===== config.mk =====
export PLATFORM = sky130hd
export DESIGN_NAME = snes_pad_mux
export DESIGN_NICKNAME = d
export VERILOG_FILES = /design/src/rtl/snes_pad_mux.sv
export SDC_FILE = /design/constraint.sdc
export NUM_CORES = 1
export LEC_CHECK = 0
export BUFFER_PORTS_ARGS = -buffer_cell sky130_fd_sc_hd__buf_4
export CAP_MARGIN = 30
export CORE_MARGIN = 2
export CORE_UTILIZATION = 45
export CTS_BUF_LIST = sky130_fd_sc_hd__clkbuf_4 sky130_fd_sc_hd__clkbuf_8 sky130_fd_sc_hd__clkbuf_16
export CTS_CLUSTER_SIZE = 14
export DETAILED_ROUTE_END_ITERATION = 7
export GPL_TIMING_DRIVEN = 0
export HOLD_SLACK_MARGIN = 0.1
export PLACE_DENSITY = 0.74
export SETUP_SLACK_MARGIN = 0.15
export SKIP_CTS_REPAIR_TIMING = 1
export SYNTH_ARGS = -nofsm -noshare
export SYNTH_HDL_FRONTEND = slang
export SYNTH_SLANG_ARGS = --single-unit

===== constraint.sdc =====
create_clock -name clk -period 2.5 [get_ports clk]
set_clock_uncertainty 0.2 [all_clocks]
set_input_delay 0.375 -clock clk [delete_from_list [all_inputs] [get_ports clk]]
set_output_delay 0.375 -clock clk [all_outputs]
set_load 0.01 [all_outputs]

===== src/rtl/snes_pad_mux.sv =====
// SNES controller-side serialiser with an N-way button-source multiplexer.
// Optional feature: define SNES_PAD_MUX_STICKY_EN to latch short presses until the next poll.
module snes_pad_mux #(
    parameter int NUM_SRC   = 4,
    parameter int BTN_W     = 12,
    parameter int FRAME_LEN = 16,
    parameter int SEL_W     = $clog2(NUM_SRC)
) (
    input  logic                     clk,
    input  logic                     rst,
    input  logic [NUM_SRC*BTN_W-1:0] src_data,
    input  logic [NUM_SRC-1:0]       src_valid,
    input  logic [SEL_W-1:0]         sel,
    input  logic                     snes_latch,
    input  logic                     snes_clk,
    output logic                     snes_data,
    output logic [SEL_W-1:0]         active_src,
    output logic                     frame_done,
    output logic [7:0]               frame_cnt
);

    localparam int CNT_W = $clog2(FRAME_LEN + 1);

    typedef enum logic [1:0] {
        IDLE,
        LOAD,
        SHIFT,
        DONE
    } state_t;

    state_t                 state_q, state_d;
    logic [FRAME_LEN-1:0]   shreg_q, shreg_d;
    logic [CNT_W-1:0]       bit_cnt_q, bit_cnt_d;
    logic [7:0]             frame_cnt_q, frame_cnt_d;
    logic [SEL_W-1:0]       active_src_q, active_src_d;
    logic                   frame_done_q, frame_done_d;

    logic                   latch_meta_q, latch_s_q;
    logic                   clk_meta_q, clk_s_q, clk_prev_q, clk_rise_q;

    logic [BTN_W-1:0]       btn;
    logic [BTN_W-1:0]       btn_load;
    logic [FRAME_LEN-1:0]   load_val;

    // The console clock idles high, so its synchroniser resets high to avoid a phantom rise.
    always_ff @(posedge clk) begin
        if (rst) begin
            latch_meta_q <= 1'b0;
            latch_s_q    <= 1'b0;
            clk_meta_q   <= 1'b1;
            clk_s_q      <= 1'b1;
            clk_prev_q   <= 1'b1;
            clk_rise_q   <= 1'b0;
        end else begin
            latch_meta_q <= snes_latch;
            latch_s_q    <= latch_meta_q;
            clk_meta_q   <= snes_clk;
            clk_s_q      <= clk_meta_q;
            clk_prev_q   <= clk_s_q;
            clk_rise_q   <= clk_s_q & ~clk_prev_q;
        end
    end

    // Out-of-range or invalid selections read as all buttons released.
    always_comb begin
        btn = '0;
        for (int s = 0; s < NUM_SRC; s++) begin
            if (src_valid[s] && (sel == SEL_W'(s))) begin
                btn = src_data[s*BTN_W +: BTN_W];
            end
        end
    end

`ifdef SNES_PAD_MUX_STICKY_EN
    logic [BTN_W-1:0] sticky_q, sticky_d;

    always_comb begin
        btn_load = btn | sticky_q;
        sticky_d = sticky_q;
        if (state_q == LOAD) begin
            if (!latch_s_q) begin
                sticky_d = '0;
            end
        end else begin
            sticky_d = sticky_q | btn;
        end
    end

    always_ff @(posedge clk) begin
        if (rst) begin
            sticky_q <= '0;
        end else begin
            sticky_q <= sticky_d;
        end
    end
`else
    always_comb begin
        btn_load = btn;
    end
`endif

    always_comb begin
        load_val                = '1;
        load_val[BTN_W-1:0]     = ~btn_load;
    end

    always_ff @(posedge clk) begin
        if (rst) begin
            state_q      <= IDLE;
            shreg_q      <= '1;
            bit_cnt_q    <= '0;
            frame_cnt_q  <= '0;
            active_src_q <= '0;
            frame_done_q <= 1'b0;
        end else begin
            state_q      <= state_d;
            shreg_q      <= shreg_d;
            bit_cnt_q    <= bit_cnt_d;
            frame_cnt_q  <= frame_cnt_d;
            active_src_q <= active_src_d;
            frame_done_q <= frame_done_d;
        end
    end

    // A high latch overrides everything, including a clock edge seen in the same cycle.
    always_comb begin
        state_d      = state_q;
        shreg_d      = shreg_q;
        bit_cnt_d    = bit_cnt_q;
        frame_cnt_d  = frame_cnt_q;
        active_src_d = active_src_q;
        frame_done_d = 1'b0;

        if (latch_s_q) begin
            state_d      = LOAD;
            shreg_d      = load_val;
            active_src_d = sel;
        end else begin
            case (state_q)
                LOAD: begin
                    state_d     = SHIFT;
                    bit_cnt_d   = '0;
                    frame_cnt_d = frame_cnt_q + 8'd1;
                end
                SHIFT: begin
                    if (clk_rise_q) begin
                        shreg_d   = {1'b1, shreg_q[FRAME_LEN-1:1]};
                        bit_cnt_d = bit_cnt_q + CNT_W'(1);
                        if (bit_cnt_q == CNT_W'(FRAME_LEN - 1)) begin
                            state_d      = DONE;
                            frame_done_d = 1'b1;
                        end
                    end
                end
                default: begin
                    state_d = state_q;
                end
            endcase
        end
    end

    assign snes_data  = shreg_q[0];
    assign active_src = active_src_q;
    assign frame_done = frame_done_q;
    assign frame_cnt  = frame_cnt_q;

endmodule


==> impl_metrics.toml, run 1 <==
[clocking]
cts.htree.levels = 2
tritoncts = "yes"
numCtsBuffers = 5
clock_latency_ns = 0.29
cts.sinks = 36
clk_pin_slew_worst_paths_ns = 0.07
cts_max_path_buffers = 2
clockRootBuffer = "clkbuf_8"

[logic_synthesis]
synth_cell_types = 42
ys_seq_elements = 36
seq_area_frac_synth_pct = 38.9
synth_top_family_by_area = "compound AO/OA/AOI/OAI gates"
synth.area.mux_share_pct = 8.31
synth_top_area_cell = "dfxtp_1"
synth_top_cells_by_area = "dfxtp_1, mux2_2, a21oi_1"
synthSimpleGateAreaFrac_pct = 17.5
netlist.area_leader.share_pct = 38.9
synth_xor_area_share_pct = 0.945
synth_compound_area_share_pct = 25.9
synth_top_flop_cell = "dfxtp_1"
synthAdderAreaFrac_pct = 3.38
synth_edf_count = 0
syn-cell-area_um2 = 1850
synth_nets = 269
synth_cells = 206
synth_warnings = 0
async_reset_ff_share_pct = 0
postSynthAreaPerCell_um2 = 9.00

[floorplanning]
ios = 70
die_x_um = 68.2
initial_utilization_pct = 46.7
die_h_um = 68.2
core_um2 = 3970
dieArea_um2 = 4650
rows = 23

[pwr]
leakage_nw = 1.01
ir_drop_mv = 0.272
p_per_area_nw_per_um2 = 483

[grt]
grt_antenna_before_repair = 0
grt_pass1_vias = 1640
grt_pass1_wl_um = 7450
grt_max_degree = 11
track_usage_pct = 21.3
grt_overflow = 0

[worst_setup_path]
worst_ep_required_time_ns = 2.47
r2r_setup_slack_ns = 0.49
worstPathArrival_ns = 1.99
criticalPathCategory = "reg2reg"
worstPathMaxFanout = 10
endpoint_kind = "flop"
worstSetupStartpointType = "flop"

[sta]
finalHoldViolations = 0
max_slew_margin_pct = 65.8
min_period_ns = 2.01
maxSlewViolCount = 0
rsz0062_at_grt = "no"
period_share_pct = 80.6
worst_slew_pin_slew_ns = 0.514
max_freq_mhz = 497
whs_ns = 0.109
tns_ns = 0
setup_violations = 0

[routing]
firstDrtPassIters = 4
drtAntennaViolNets = 0
wl_per_cell_um = 14.1
first_iter_violations = 122
viasPerCell = 5.56
vias = 1853
wirelength_um = 4700
drc = 0

[hold_path]
holdCritPathClass = "in2reg"

[placement]
dpl.cell_count = 324
dp_hpwl_um = 3590
routabilityCongestion = 0.822
port_buffers = 68

[finish]
drive_gt1_share_pct = 33.6
syn2layout_area_growth_pct = 36.7
utilization_pct = 63.8
stdcell_count = 333
nNetsFinal = 345
antennaDiodeCount = 0

[run]
cap_violations = 0

[status]
outcome = "finished clean"
-- routing by layer --
layer	vias to the layer above	wire, µm	share of wire [%]	GRT usage [%]
met5	-	0	0	0
met4	0	87	1.9	8.00
met3	9	174	3.7	5.43
met2	47	2220	47	33.9
met1	860	2210	47	27.8
li1	937	-	-	-
-- final timing paths --
kind | depth (start not counted) | start | end
max | 6 | state_q[0]$_SDFFE_PP0P_ | shreg_q[3]$_SDFFE_PP1P_
min | 2 | rst | latch_s_q$_SDFF_PP0_
max reg2reg | 6 | state_q[0]$_SDFFE_PP0P_ | shreg_q[3]$_SDFFE_PP1P_
min reg2reg | 1 | clk_prev_q$_SDFF_PP1_ | clk_rise_q$_SDFF_PP0_
-- layout by cell type, fill, tap and decap left out, drive strengths merged, types with 2 or more instances in the layout --
| cell | n |
|---|---|
| nand4 | 3 |
| a221oi | 10 |
| and3 | 4 |
| buf | 73 |
| nor2b | 7 |
| nand3 | 4 |
| o211ai | 2 |
| o32a | 10 |
| mux2i | 3 |
| a21oi | 21 |
| o21ai | 15 |
| clkbuf | 18 |
| mux2 | 11 |
| ha | 5 |
| nor2 | 8 |
| o31ai | 3 |
| inv | 7 |
| or2 | 5 |
| nand3b | 3 |
| or4 | 4 |
| a41oi | 2 |
| or3 | 5 |
| dfxtp | 36 |
| and2 | 2 |
| nand2 | 8 |
-- through the flow --
stage	setup WS (ns)	cell area, µm²	power (W)
floorplan	0.653	1850	0.000695
global placement	0.497	2430	0.000790
detailed placement	0.484	2430	0.000792
CTS	0.473	2520	0.00123
global route	0.341	2530	0.00128
finish	0.486	2530	0.00122
-- synth_stat cells, drive strengths merged, types with 2 or more instances --
cell / instances
a41oi: 2
nand4: 3
mux2: 11
nor2b: 7
nand3b: 3
clkbuf: 10
ha: 5
mux2i: 3
dfxtp: 36
o211ai: 2
a21oi: 21
o32a: 10
or4: 4
o21ai: 15
nor2: 8
nand3: 4
buf: 5
and2: 2
inv: 7
or2: 5
and3: 4
o31ai: 3
or3: 5
nand2: 8
a221oi: 10
-- registers in the layout, summed over array words and instances, names as in the netlist --
| signal | count |
|---|---|
| shreg_q | 12 |
| frame_cnt | 8 |
| bit_cnt_q | 5 |
| active_src | 2 |
| state_q | 2 |
| clk_meta_q | 1 |
| clk_prev_q | 1 |
| clk_rise_q | 1 |
| clk_s_q | 1 |
| frame_done | 1 |
| latch_meta_q | 1 |
| latch_s_q | 1 |
-- layout make-up --
class                      count  area (µm²)
timing repair buffer          69         520
tap                           50        62.6
clock buffer                   8        97.6
fill                         373        1440
buffer                        15        68.8
sequential                    36         721
inverter                       7        26.3
multi-input combinational    148        1040
-- cells by family (layout without fill, tap and decap cells) --
logic type      count (synthesis)  in the layout
buf+inv                        22             99
xor+xnor                        2              2
flops                          36             36
mux                            14             14
simple gates                   57             57
compound gates                 70             70
fa+ha+maj                       5              5
-- power breakdown --
group          total (W)  switching [W]  leakage [nW]  internal (W)
Clock           0.000442       0.000196        0.0523      0.000246
Sequential      0.000596     0.00000791         0.293      0.000588
Combinational   0.000186      0.0000810         0.660      0.000105
-- worst max-delay path, stage by stage (launching register included) --
cell and delay (ns):
dfxtp_1 0.32, inv_1 0.07, ha_1 0.28, and2_1 0.22, buf_2 0.27, mux2_2 0.37, o32a_1 0.17
No activity file was read; power rests on OpenSTA's default activity.
==> run 2, diff against run 1 <==
Clock period 2.5 ns to 1.98 ns, I/O delays scaled along.
==> impl_metrics.toml, run 2 (synthesis gave the netlist of run 1 again) <==
[status]
outcome = "finished clean"

[floorplanning]
dieArea_um2 = 4650
core_um2 = 3970
ios = 70
rows = 23
initial_utilization_pct = 46.7
die_h_um = 68.2
die_x_um = 68.2

[clocking]
clk_pin_slew_worst_paths_ns = 0.07
numCtsBuffers = 5
cts.sinks = 36
clockRootBuffer = "clkbuf_8"
clock_latency_ns = 0.29
cts_max_path_buffers = 2
tritoncts = "yes"
cts.htree.levels = 2

[routing]
viasPerCell = 5.57
first_iter_violations = 134
firstDrtPassIters = 4
drtAntennaViolNets = 0
drc = 0
wl_per_cell_um = 14.1
wirelength_um = 4770
vias = 1884

[finish]
final-seq-area_um2 = 723
largest_reg_flops = 12
layout_commonest_cell = "buf_4"
syn2layout_area_growth_pct = 41.0
regMostFlops = "shreg_q"
multi_input_area_um2 = 1060
antennaDiodeCount = 0
n_fill_cell = 358
final_cell_mix = "buf_4, dfxtp_1, a21oi_1"
nNetsFinal = 350
drive_gt1_share_pct = 36.8

[sta]
worst_slew_pin_slew_ns = 0.503
setup_violations = 0
rsz0062_at_grt = "yes"
maxSlewViolCount = 0
period_share_pct = 89.2
whs_ns = 0.131
min_period_ns = 1.77
finalHoldViolations = 0
max_freq_mhz = 566
max_slew_margin_pct = 66.4

[worst_setup_path]
r2r-end = "bit_cnt_q[0]$_SDFFE_PP0P_"
worstPathMaxFanout = 5
endpoint_kind = "flop"
criticalPathCategory = "reg2reg"
ff2ff_path_depth = 7
crit_path_start = "state_q[0]$_SDFFE_PP0P_"
r2r_setup_slack_ns = 0.21
worstSetupStartpointType = "flop"
worstPathArrival_ns = 1.78
worst_ep_required_time_ns = 2.00
rr_startpoint = "state_q[0]$_SDFFE_PP0P_"

[hold_path]
min_from = "src_data[47]"
holdCritPathClass = "in2reg"
hold_depth = 3
holdPathEnd = "shreg_q[11]$_SDFFE_PP1P_"

[run]
cap_violations = 0

[grt]
grt_antenna_before_repair = 0
grt_pass1_vias = 1585
grt_max_degree = 11
grt_overflow = 0
grt_pass1_wl_um = 7100
track_usage_pct = 20.3

[placement]
routabilityCongestion = 0.862
dp_hpwl_um = 3650
port_buffers = 68

[pwr]
leakage_nw = 1.03
p_per_area_nw_per_um2 = 597
ir_drop_mv = 0.350
p_total_w = 0.00156
run 2: cell types whose count changed in the layout (fill, tap and decap cells not counted), sizes merged:
cell	before	now
buf	73	77
clkbuf	18	17
dlygate4sd3	1	3
run 2: routing by layer:
metal  global-route usage [%]  vias up  part of all wire (%)
met2                     33.6       52                    50
met1                     26.5      883                    45
met5                        0        -                     0
li1                         -      942                     -
met3                     3.95        7                   4.4
met4                     6.25        0                   1.2
run 2: power breakdown:
group / internal [W] / switching, W / leakage (nW)
Combinational: 0.000143 / 0.000104 / 0.689
Sequential: 0.000743 / 0.0000105 / 0.294
Clock: 0.000311 / 0.000247 / 0.0523
run 2: critical path: stages (launching register included):
cell and delay, ns:
dfxtp_2 0.34, inv_2 0.05, ha_4 0.20, or2_1 0.23, buf_6 0.12, buf_4 0.13
or3_1 0.30, a21oi_1 0.11
run 2: cell type report:
class | count | share of cell area [%]
multi-input combinational | 148 | 40.5
clock buffer | 8 | 3.74
timing repair buffer | 74 | 21.6
tap | 50 | 2.39
buffer | 15 | 3.11
sequential | 36 | 27.7
inverter | 7 | 1.01
run 2: worst max-delay path by stage:
stage	endpoint	slack [ns]	cells after the start
3_5_place_dp	shreg_q[3]$_SDFFE_PP1P_	-0.04	6
3_3_place_gp	shreg_q[2]$_SDFFE_PP1P_	-0.02	6
2_1_floorplan	bit_cnt_q[3]$_SDFFE_PP0P_	0.16	6
6_report	bit_cnt_q[0]$_SDFFE_PP0P_	0.21	7
4_1_cts	shreg_q[6]$_SDFFE_PP1P_	-0.06	6
5_1_grt	bit_cnt_q[0]$_SDFFE_PP0P_	0.13	7
run 2: per-stage QoR:
| step | setup TNS [ns] | worst slack (ns) | cells | instance area, µm² | util (%) |
|---|---|---|---|---|---|
| floorplan | 0 | 0.164 | 206 | 1850 | - |
| global placement | -0.0748 | -0.0210 | 324 | 2430 | 61.1 |
| detailed placement | -0.182 | -0.0400 | 324 | 2430 | 61.1 |
| CTS | -0.325 | -0.0591 | 332 | 2520 | 63.5 |
| global route | 0 | 0.132 | 338 | 2610 | 65.8 |
| finish | 0 | 0.213 | 338 | 2610 | 65.8 |
